**config.mk**
```make
export PLATFORM = sky130hd
export DESIGN_NAME = dmem_timer_responder
export DESIGN_NICKNAME = d
export VERILOG_FILES = /design/src/rtl/dmem_timer_responder.sv
export SDC_FILE = /design/constraint.sdc
export NUM_CORES = 1
export LEC_CHECK = 0
export CORE_AREA = 2 2 154 156
export DETAILED_ROUTE_END_ITERATION = 7
export DIE_AREA = 0 0 156 158
export GPL_ROUTABILITY_DRIVEN = 0
export GPL_TIMING_DRIVEN = 0
export PLACE_DENSITY = 0.73
export RECOVER_POWER = 25
export SLEW_MARGIN = 30
export SYNTH_ARGS = -nofsm -noshare
export SYNTH_HDL_FRONTEND = slang
export SYNTH_SLANG_ARGS = --single-unit
```
**constraint.sdc**
```tcl
create_clock -name clk -period 4.2 [get_ports clk]
set_input_delay 0.84 -clock clk [delete_from_list [all_inputs] [get_ports clk]]
set_output_delay 0.84 -clock clk [all_outputs]
set_load 0.01 [all_outputs]
```
**src/rtl/dmem_timer_responder.sv**
```systemverilog
// Machine-timer peripheral on the data-memory bus: 64-bit mtime with prescaler,
// 64-bit compare, control and sticky status, answered with zero-latency reads.
module dmem_timer_responder #(
   parameter int                    ADDR_WIDTH  = 16,
   parameter logic [ADDR_WIDTH-1:0] BASE_ADDR   = 16'hFF00,
   parameter logic [7:0]            PRESC_RESET = 8'd0
) (
   input  logic                  clk,
   input  logic                  res_n,
   input  logic                  req,
   input  logic                  wen,
   input  logic [ADDR_WIDTH-1:0] addr,
   input  logic [1:0]            mem_size,
   input  logic                  zero_ex,
   input  logic [31:0]           wr_data,
   output logic [31:0]           rd_data,
   output logic                  err,
   output logic                  irq
);

   localparam logic [1:0] SIZE_BYTE = 2'd0;
   localparam logic [1:0] SIZE_HALF = 2'd1;
   localparam logic [1:0] SIZE_WORD = 2'd2;

   localparam logic [2:0] OFF_MTIME_LO = 3'd0;
   localparam logic [2:0] OFF_MTIME_HI = 3'd1;
   localparam logic [2:0] OFF_CMP_LO   = 3'd2;
   localparam logic [2:0] OFF_CMP_HI   = 3'd3;
   localparam logic [2:0] OFF_CTRL     = 3'd4;
   localparam logic [2:0] OFF_STATUS   = 3'd5;

   logic [63:0] mtime_q, mtime_d;
   logic [31:0] shadow_hi_q, shadow_hi_d;
   logic [63:0] cmp_q, cmp_d;
   logic        en_q, en_d;
   logic        irq_en_q, irq_en_d;
   logic [7:0]  prescale_q, prescale_d;
   logic [7:0]  presc_cnt_q, presc_cnt_d;
   logic        pending_q, pending_d;
   logic        irq_q, irq_d;

   logic [2:0]  reg_sel;
   logic        in_window;
   logic        misaligned;
   logic        reserved;
   logic        acc_ok;
   logic        wr_en;
   logic        rd_en;
   logic [3:0]  be;
   logic [31:0] wmask;
   logic [31:0] wdata_lanes;
   logic [31:0] reg_word;
   logic [31:0] ctrl_word;
   logic        hit;
   logic        tick;
   logic        w1c;

   function automatic logic [31:0] merge_lanes(input logic [31:0] old_v,
                                               input logic [31:0] new_v,
                                               input logic [31:0] mask);
      return (old_v & ~mask) | (new_v & mask);
   endfunction

   function automatic logic [31:0] extend_load(input logic [31:0] word,
                                               input logic [1:0]  size,
                                               input logic [1:0]  lane,
                                               input logic        zx);
      logic [31:0] shifted;
      logic [7:0]  b;
      logic [15:0] h;
      shifted = word >> {lane, 3'b000};
      b       = shifted[7:0];
      h       = lane[1] ? word[31:16] : word[15:0];
      case (size)
         SIZE_BYTE: return zx ? {24'd0, b} : {{24{b[7]}}, b};
         SIZE_HALF: return zx ? {16'd0, h} : {{16{h[15]}}, h};
         default:   return word;
      endcase
   endfunction

   // Decode: window, alignment and reserved offsets
   assign reg_sel   = addr[4:2];
   assign in_window = (addr[ADDR_WIDTH-1:5] == BASE_ADDR[ADDR_WIDTH-1:5]);
   assign reserved  = reg_sel[2] & reg_sel[1];

   always_comb begin
      case (mem_size)
         SIZE_BYTE: misaligned = 1'b0;
         SIZE_HALF: misaligned = addr[0];
         SIZE_WORD: misaligned = (addr[1:0] != 2'b00);
         default:   misaligned = 1'b1;
      endcase
   end

   assign err    = req & (~in_window | misaligned | reserved);
   assign acc_ok = req & ~err;
   assign wr_en  = acc_ok & wen;
   assign rd_en  = acc_ok & ~wen;

   always_comb begin
      be = 4'b0000;
      case (mem_size)
         SIZE_BYTE: be[addr[1:0]] = 1'b1;
         SIZE_HALF: be = addr[1] ? 4'b1100 : 4'b0011;
         SIZE_WORD: be = 4'b1111;
         default:   be = 4'b0000;
      endcase
   end

   assign wmask = {{8{be[3]}}, {8{be[2]}}, {8{be[1]}}, {8{be[0]}}};

   always_comb begin
      case (mem_size)
         SIZE_BYTE: wdata_lanes = {4{wr_data[7:0]}};
         SIZE_HALF: wdata_lanes = {2{wr_data[15:0]}};
         default:   wdata_lanes = wr_data;
      endcase
   end

   // Read path
   assign ctrl_word = {16'd0, prescale_q, 6'd0, irq_en_q, en_q};

   always_comb begin
      case (reg_sel)
         OFF_MTIME_LO: reg_word = mtime_q[31:0];
         OFF_MTIME_HI: reg_word = shadow_hi_q;
         OFF_CMP_LO:   reg_word = cmp_q[31:0];
         OFF_CMP_HI:   reg_word = cmp_q[63:32];
         OFF_CTRL:     reg_word = ctrl_word;
         OFF_STATUS:   reg_word = {31'd0, pending_q};
         default:      reg_word = 32'd0;
      endcase
   end

   assign rd_data = rd_en ? extend_load(reg_word, mem_size, addr[1:0], zero_ex) : 32'd0;

   // Next-state: counter, stores, snapshot and interrupt
   assign hit  = (mtime_q >= cmp_q);
   assign tick = en_q & (presc_cnt_q == prescale_q);
   assign w1c  = wr_en & (reg_sel == OFF_STATUS) & be[0] & wdata_lanes[0];

   always_comb begin
      mtime_d     = mtime_q;
      presc_cnt_d = presc_cnt_q;
      cmp_d       = cmp_q;
      en_d        = en_q;
      irq_en_d    = irq_en_q;
      prescale_d  = prescale_q;
      shadow_hi_d = shadow_hi_q;

      if (en_q) begin
         if (tick) begin
            presc_cnt_d = 8'd0;
            mtime_d     = mtime_q + 64'd1;
         end else begin
            presc_cnt_d = presc_cnt_q + 8'd1;
         end
      end

      if (wr_en) begin
         case (reg_sel)
            // Timer stores replace the increment outright; no carry between halves
            OFF_MTIME_LO: mtime_d = {mtime_q[63:32], merge_lanes(mtime_q[31:0], wdata_lanes, wmask)};
            OFF_MTIME_HI: mtime_d = {merge_lanes(mtime_q[63:32], wdata_lanes, wmask), mtime_q[31:0]};
            OFF_CMP_LO:   cmp_d   = {cmp_q[63:32], merge_lanes(cmp_q[31:0], wdata_lanes, wmask)};
            OFF_CMP_HI:   cmp_d   = {merge_lanes(cmp_q[63:32], wdata_lanes, wmask), cmp_q[31:0]};
            OFF_CTRL: begin
               presc_cnt_d = 8'd0;
               if (be[0]) begin
                  en_d     = wdata_lanes[0];
                  irq_en_d = wdata_lanes[1];
               end
               if (be[1]) prescale_d = wdata_lanes[15:8];
            end
            default: ;
         endcase
      end

      if (rd_en && (reg_sel == OFF_MTIME_LO)) shadow_hi_d = mtime_q[63:32];
   end

   assign pending_d = hit | (pending_q & ~w1c);
   assign irq_d     = pending_d & irq_en_q;
   assign irq       = irq_q;

   // State registers
   always_ff @(posedge clk or negedge res_n) begin
      if (!res_n) begin
         mtime_q     <= 64'd0;
         shadow_hi_q <= 32'd0;
         cmp_q       <= {64{1'b1}};
         en_q        <= 1'b0;
         irq_en_q    <= 1'b0;
         prescale_q  <= PRESC_RESET;
         presc_cnt_q <= 8'd0;
         pending_q   <= 1'b0;
         irq_q       <= 1'b0;
      end else begin
         mtime_q     <= mtime_d;
         shadow_hi_q <= shadow_hi_d;
         cmp_q       <= cmp_d;
         en_q        <= en_d;
         irq_en_q    <= irq_en_d;
         prescale_q  <= prescale_d;
         presc_cnt_q <= presc_cnt_d;
         pending_q   <= pending_d;
         irq_q       <= irq_d;
      end
   end

endmodule
```
== After elaboration in Yosys (flattened, before gate mapping) ==
Index checks and enable logic that the tools add are counted.

* $lt $le $gt $ge: 3
* Multiplexer cells: 21
* Reductions and logical operators: 9
* Bitwise gates (word level): 30
* Add/subtract/negate cells: 2
* Equal/unequal tests: 11
* Shift-type cells: 1

{| class="wikitable"
|+ Operators by type and width
! operator !! number
|-
| 64-bit one-hot mux with 2 select lines || 2
|-
| 64-bit 2-to-1 mux || 3
|-
| 32-bit one-hot mux with 6 select lines || 1
|-
| 32-bit bitwise AND || 5
|-
| 32-bit bitwise OR || 4
|-
| 32-bit one-hot mux with 2 select lines || 2
|-
| 32-bit 2-to-1 mux || 3
|-
| 64-bit by 1-bit adder with 64-bit output, second input constant || 1
|-
| 64-bit >= comparator || 1
|-
| 8-bit 2-to-1 mux || 4
|-
| 32-bit NOT || 1
|-
| 32-bit by 5-bit >> shifter with 8-bit output || 1
|-
| 16-bit 2-to-1 mux || 1
|-
| 4-bit one-hot mux with 3 select lines || 1
|-
| 3-bit AND reduction || 4
|-
| 1-bit bitwise AND || 11
|-
| 11-bit equality test, second input constant || 1
|-
| 8-bit by 1-bit adder with 8-bit output, second input constant || 1
|-
| 8-bit equality test || 1
|-
| 3-bit by 2-bit equality test with 1-bit output, second input constant || 2
|-
| 3-bit equality test, second input constant || 2
|-
| 1-bit NOT || 6
|-
| 4-bit 2-to-1 mux || 1
|-
| 2-bit inequality test, second input constant || 2
|-
| other kinds (13) || 16
|}

* Output and inout bits: 34
* Flip-flop bits (word level): 180
* Logic and storage cells: 88
* Input port bits: 55

== Logic depth before layout (Yosys ltp) ==
Gate-level depths: netlist of the first run.

* Depth in word-level cells: 15
* Mapped depth: 10
* Depth with buffers taken out: 9

== Worst setup path after synthesis of the first run ==
No wires, ideal clock.

* Kind: input -> output
* Start: in addr[3]
* End: out rd_data[21]
* Arrival: 2757 ps
* Slack: 603 ps
* Stages: 8
* Data required time: 3360 ps
* Buffers on the path: 2
* Path through: buf_2 mux4_2 mux2i_1 nor4b_1 a31o_2 o211ai_1 clkbuf_1 o21ai_0

* Word-level cells in the longest chain between the ends: 7
* Elaborated cells on any way between the ends: 19
* Those cells by class: eq/ne (5); shift (1); mux (6); bitwise (6); reduce/logical (1)

{| class="wikitable"
|+ RTL lines
! element !! line !! text
|-
| start: declaration || 12 || <nowiki>input logic [ADDR_WIDTH-1:0] addr,</nowiki>
|-
| branches (longest 6 deep; another with 32-bit one-hot mux with 6 select lines) || -- ||
|-
| 32-bit 2-to-1 mux (*) || 135 || <nowiki>assign rd_data = rd_en ? extend_load(reg_word, mem_size, addr[1:0], zero_ex) : 32'd0;</nowiki>
|-
| end: declaration || 16 || <nowiki>output logic [31:0] rd_data,</nowiki>
|}

Every way passes the cells marked *.

== Worst setup path in the final report of the first run ==
* Start: in addr[3]
* End: out rd_data[0]

The elaborated chain is that of the path after synthesis.

==> impl_metrics.yaml, run 1 <==
outcome:
  status: "complete, but fails checks"
  violations: "DRC, capacitance limit, slew limit"
global_route:
  grt_pass1_wl_um: 73600
  grt_max_degree: 78
  grt_pass1_vias: 12025
  gr-usage-all-layers_pct: 40.8
  antenna_found_initial: 2
  gr-total-overflow: 0
synth:
  yosys_warnings: 0
  async_reset_ff_share_pct: 100
  synth.distinct_cells: 80
  synth_edf_count: 0
  syn_nets: 1506
  ys_ff_latch: 180
  synth_seq_area_share_pct: 36.7
  avgSynthCellArea_sq_um: 9.03
  yosys_most_used_dff: "dfrtp_1"
  netlist_area_sq_mm: 0.0125
  synth_cells: 1385
clock_tree:
  cts_buffer_depth: 2
  holdBufCountCts: 0
  clockRootBuffer: "clkbuf_16"
  htreeDepth: 4
  clkLatencyLatePin_ps: 450
  numCtsBuffers: 17
  cts_sinks: 180
  cts_tree: "built"
  path_clk_slew_ps: 70
cells_and_area:
  final_common_cell: "nand2_1"
  multiInputGateArea_sq_mm: 0.00751
  post-route-util_pct: 64.3
  instances_no_fill: 1818
  nNetsFinal: 1635
  final_cell_mix: "nand2_1, o21ai_0, dfrtp_1"
  final-seq-area_sq_mm: 0.00458
  drive_above_1_share_pct: 19.0
  fill_cells: 1888
  syn2layout_area_growth_pct: 18.6
pwr:
  power-per-cell-area_mw_per_mm2: 262
  irDropWorstVdd_mv: 0.212
  leakage_nw: 6.01
timing:
  slew_headroom_pct: -29.3
  fmax_ghz: 0.238
  skew_ps: 12.3
  layout_min_cycle_time_ps: 4200
  setup-violations-final: 0
  slew_viol_final: 106
  timing.final.crit_share_pct: 100
  finalHoldViolCount: 0
  rsz0062_at_grt: "no"
  tightest_slew_ps: 1940
setup_path:
  r2r_slack_ps: 930
  arrival_ps: 3360
  worstPathRequired_ps: 3360
  endpoint_kind: "primary output"
  cp_max_fo: 10
  worstSetupStartpointType: "primary input"
  worstSetupPathType: "in2out"
place:
  port_buffers: 85
  dp_hpwl_um: 36600
  dp_cells: 1762
drt:
  num_vias: 12733
  antenna_left: 0
  drt_iter0_drc: 1788
  drc: 2
  drt-pass1-iter-count: 8
  avgViaCountPerCell: 7.00
  post_drt_wl_per_cell_um: 27.4
  drt_wl_total_um: 49900
floorplanning:
  dieArea_sq_mm: 0.0246
  start_util_pct: 54.3
  rows: 56
  chipHeight_um: 158
  ios: 89
  core_area_sq_mm: 0.0231
  die_w_um: 156
run:
  cap_viol_max_count: 2
hold_path:
  hold_path.class: "reg2reg"
-- synth_stat cells, drive strengths merged (7+ instances only) --
| cell | instances | area share [%] |
|---|---|---|
| xor2 | 12 | 0.84 |
| a21oi | 88 | 3.5 |
| nor3 | 28 | 1.3 |
| a211oi | 10 | 0.60 |
| mux4 | 22 | 4.0 |
| dfstp | 64 | 13 |
| nor2 | 79 | 2.4 |
| nand4 | 34 | 1.8 |
| a22oi | 22 | 1.3 |
| nand2b | 10 | 0.50 |
| ha | 66 | 6.6 |
| mux2 | 54 | 4.9 |
| or3 | 8 | 0.48 |
| o22ai | 11 | 0.55 |
| a221oi | 8 | 0.56 |
| nand3 | 43 | 1.8 |
| dfrtp | 116 | 23 |
| o22a | 8 | 0.56 |
| clkbuf | 40 | 1.2 |
| mux2i | 37 | 3.0 |
| inv | 74 | 2.2 |
| o21ai | 141 | 5.6 |
| o21a | 14 | 0.84 |
| and3 | 22 | 1.1 |
| o221ai | 10 | 0.70 |
| xnor2 | 10 | 0.70 |
| nor2b | 8 | 0.40 |
| buf | 30 | 1.3 |
| a21o | 14 | 0.84 |
| a31oi | 12 | 0.60 |
| o211ai | 11 | 0.66 |
| nor4 | 12 | 1.1 |
| and4 | 10 | 0.70 |
| and2 | 7 | 0.35 |
| nand2 | 178 | 5.4 |
-- report_power, final --
group | internal [mW] | leakage (nW) | switching [mW] | total (mW)
clock network | 0.907 | 0.292 | 0.805 | 1.71
logic | 0.146 | 3.68 | 0.283 | 0.430
registers | 1.74 | 2.04 | 0.000990 | 1.74
total | 2.79 | 6.01 | 1.09 | 3.88
-- final timing paths --
kind	endpoint	cells past startpoint	start
max reg2reg	irq	9	cmp_q[13]
min	cmp_q[12]	2	cmp_q[12]
max in group asynchronous	cmp_q[27]	3	res_n
min reg2reg	cmp_q[12]	2	cmp_q[12]
max	rd_data[0]	11	addr[3]
min in group asynchronous	presc_cnt_q[4]	1	res_n
-- sequential cells by signal, summed over array words and instances (netlist names) --
name / flops
irq: 1
cmp_q: 64
prescale_q: 8
en_q: 1
mtime_q: 64
irq_en_q: 1
presc_cnt_q: 8
shadow_hi_q: 32
pending_q: 1
-- metrics by stage --
step                      area (sq um)  TNS (ps)  setup slack (ps)  hold slack, ps  total power [mW]
after detailed placement         13800    -28790             -1140             475              2.14
after CTS                        14800         0             0.498             252              3.84
final                            14800         0              1.07             488              3.88
after global placement           13700   -817200             -5210             468              2.13
after floorplan                  12500         0               603             445              1.93
after global routing             14800         0              12.2             501              3.96
-- cells by family after synthesis --
family | share of synthesized area (%)
AOI/OAI and AO/OA | 20.1
xor gates and xnor gates | 1.54
adders and majority gates | 6.60
buffers and inverters | 4.69
DFF | 36.7
muxes | 11.8
and+or+nand+nor | 18.6
-- layer usage --
metal	routed length, um	GRT usage [%]	part of all wire, %
met5	13	0	0.026
met2	20600	58.4	41
met1	18400	52.0	37
met3	6750	13.4	14
met4	4040	28.7	8.1
-- worst max-delay path, stage by stage --
cell             delay [ps]
buf_2                   180
buf_12                  180
buf_12                  180
mux4_2                  550
and2_1                  210
a31oi_4                 240
nor3_1                   80
a21oi_1                 200
o22a_1                  170
nor2_1                   40
clkdlybuf4s50_1         480
-- cell type report --
cell class | count | area share, %
Multi-Input combinational cell | 1061 | 50.6
Sequential cell | 180 | 30.9
Timing Repair Buffer | 110 | 7.00
Buffer | 70 | 2.98
Clock buffer | 17 | 2.87
Tap cell | 290 | 2.45
Inverter | 74 | 1.90
Clock inverter | 15 | 1.27
Antenna cell | 1 | 0.0169
-- repair_timing --
action,in CTS,in global routing
gates cloned,1,0
buffers inserted,15,7
pin swaps,5,3
setup endpoints to repair,34,21
resized for setup,104,22
Power figures use the tool's default switching activity.
==> inputs of run 2 (changes only) <==
GPL_ROUTABILITY_DRIVEN = not set   (was 0)
==> impl_metrics.yaml, run 2 (synthesized netlist as in run 1, its figures left out) <==
clock_tree:
  numCtsBuffers: 17
  cts_sinks: 180
  cts_tree: "built"
  clockRootBuffer: "clkbuf_16"
  clkLatencyLatePin_ps: 460
  holdBufCountCts: 0
  cts_buffer_depth: 2
  htreeDepth: 4
  path_clk_slew_ps: 70
setup_path:
  endpoint_kind: "primary output"
  worstSetupPathType: "in2out"
  arrival_ps: 3360
  worstPathRequired_ps: 3360
  cp_max_fo: 10
  worstSetupStartpointType: "primary input"
global_route:
  gr-total-overflow: 0
  grt_max_degree: 84
  grt_pass1_wl_um: 74400
  grt_pass1_vias: 12092
  antenna_found_initial: 2
  gr-usage-all-layers_pct: 41.3
floorplanning:
  dieArea_sq_mm: 0.0246
  start_util_pct: 54.3
  core_area_sq_mm: 0.0231
  ios: 89
  die_w_um: 156
  chipHeight_um: 158
  rows: 56
drt:
  topRoutingLayerUsed: "met5"
  num_vias: 12752
  post_drt_wl_per_cell_um: 27.8
  drc: 1
  drt-pass1-iter-count: 8
  dr_wl_met3_um: 6720
  drt_wl_total_um: 50500
  avgViaCountPerCell: 7.00
  drt_iter0_drc: 2013
  met1_length_um: 18800
  wl_met2_um: 21100
  antenna_left: 0
place:
  dp_hpwl_um: 37000
  place_area_sq_mm: 0.0138
  port_buffers: 85
  pre_cts_ws_ps: -1160
  gp_congestion: 1.08
cells_and_area:
  drive_above_1_share_pct: 19.5
  final-seq-area_sq_mm: 0.00458
  nNetsFinal: 1638
  final_cell_mix: "nand2_1, o21ai_0, dfrtp_1"
  final_common_cell: "nand2_1"
  multiInputGateArea_sq_mm: 0.00752
  syn2layout_area_growth_pct: 18.5
  fill_cells: 1879
  reg.largest.list: "cmp_q (64), mtime_q (64), shadow_hi_q (32)"
  finalInstanceArea_sq_mm: 0.0148
hold_path:
  hold_path.class: "reg2reg"
timing:
  fin_worst_hold_slack_ps: 485
  slew_headroom_pct: -39.9
  slew_viol_final: 159
  timing.final.crit_share_pct: 99.9
  layout_min_cycle_time_ps: 4200
  fmax_ghz: 0.238
  finalHoldViolCount: 0
  tns_ps: 0
  tightest_slew_ps: 2100
  skew_ps: 12.7
  setup-violations-final: 0
  setup_ws_ps: 4.68
pwr:
  leakage_nw: 6.06
  power-per-cell-area_mw_per_mm2: 259
  irDropWorstVdd_mv: 0.267
outcome:
  status: "complete, but fails checks"
  violations: "DRC, capacitance limit, slew limit"
run:
  cap_viol_max_count: 2
==> run 2: worst paths after layout <==
kind,startpoint,endpoint,slack (ps),cells after the start
max reg2reg,cmp_q[13],irq,840,9
max in group asynchronous,res_n,mtime_q[24],730,2
min in group asynchronous,res_n,presc_cnt_q[4],710,1
min reg2reg,cmp_q[12],cmp_q[12],490,2
min,cmp_q[12],cmp_q[12],490,2
max,addr[3],rd_data[1],5,11
==> run 2: metrics by stage <==
stage | utilization, % | total power, mW | instances
floorplan | - | 1.93 | 1385
global placement | 59.5 | 2.13 | 1760
detailed placement | 59.9 | 2.14 | 1762
CTS | 64.2 | 3.81 | 1814
global route | 64.3 | 3.91 | 1820
finish | 64.3 | 3.84 | 1821
==> run 2: power by group <==
part | total, mW | internal, mW | leakage, nW | switching, mW
combinational | 0.426 | 0.143 | 3.73 | 0.283
sequential | 1.74 | 1.74 | 2.04 | 0.000990
clock | 1.68 | 0.864 | 0.297 | 0.811
==> run 2: cell type report <==
| cell class | instances | share of cell area, % |
|---|---|---|
| timing repair buffer | 113 | 6.97 |
| clock buffer | 18 | 2.96 |
| sequential | 180 | 30.9 |
| clock inverter | 14 | 1.10 |
| inverter | 74 | 1.87 |
| multi-input combinational | 1061 | 50.7 |
| tap | 290 | 2.45 |
| antenna | 1 | 0.0169 |
| buffer | 70 | 2.96 |
==> run 2: what timing repair did <==
action / CTS / global route
cloned: 2 / 0
hold endpoints to repair: 0 / 0
endpoints found under the setup margin: 33 / 20
resized for setup: 110 / 22
pin swaps: 6 / 5
setup buffers: 18 / 6
==> run 2: worst max-delay path, stage by stage <==
cell	delay, ps
buf_2	170
buf_12	180
buf_6	230
buf_6	220
buf_2	300
o22a_1	370
mux2i_1	140
a21oi_1	210
o22a_1	160
nor2_1	40
clkdlybuf4s50_1	480
==> run 2: routing by layer <==
metal	up-vias	track usage, %
met5	-	0
met4	4	27.4
met3	234	12.6
met1	6073	53.0
li1	5399	-
met2	1042	60.1
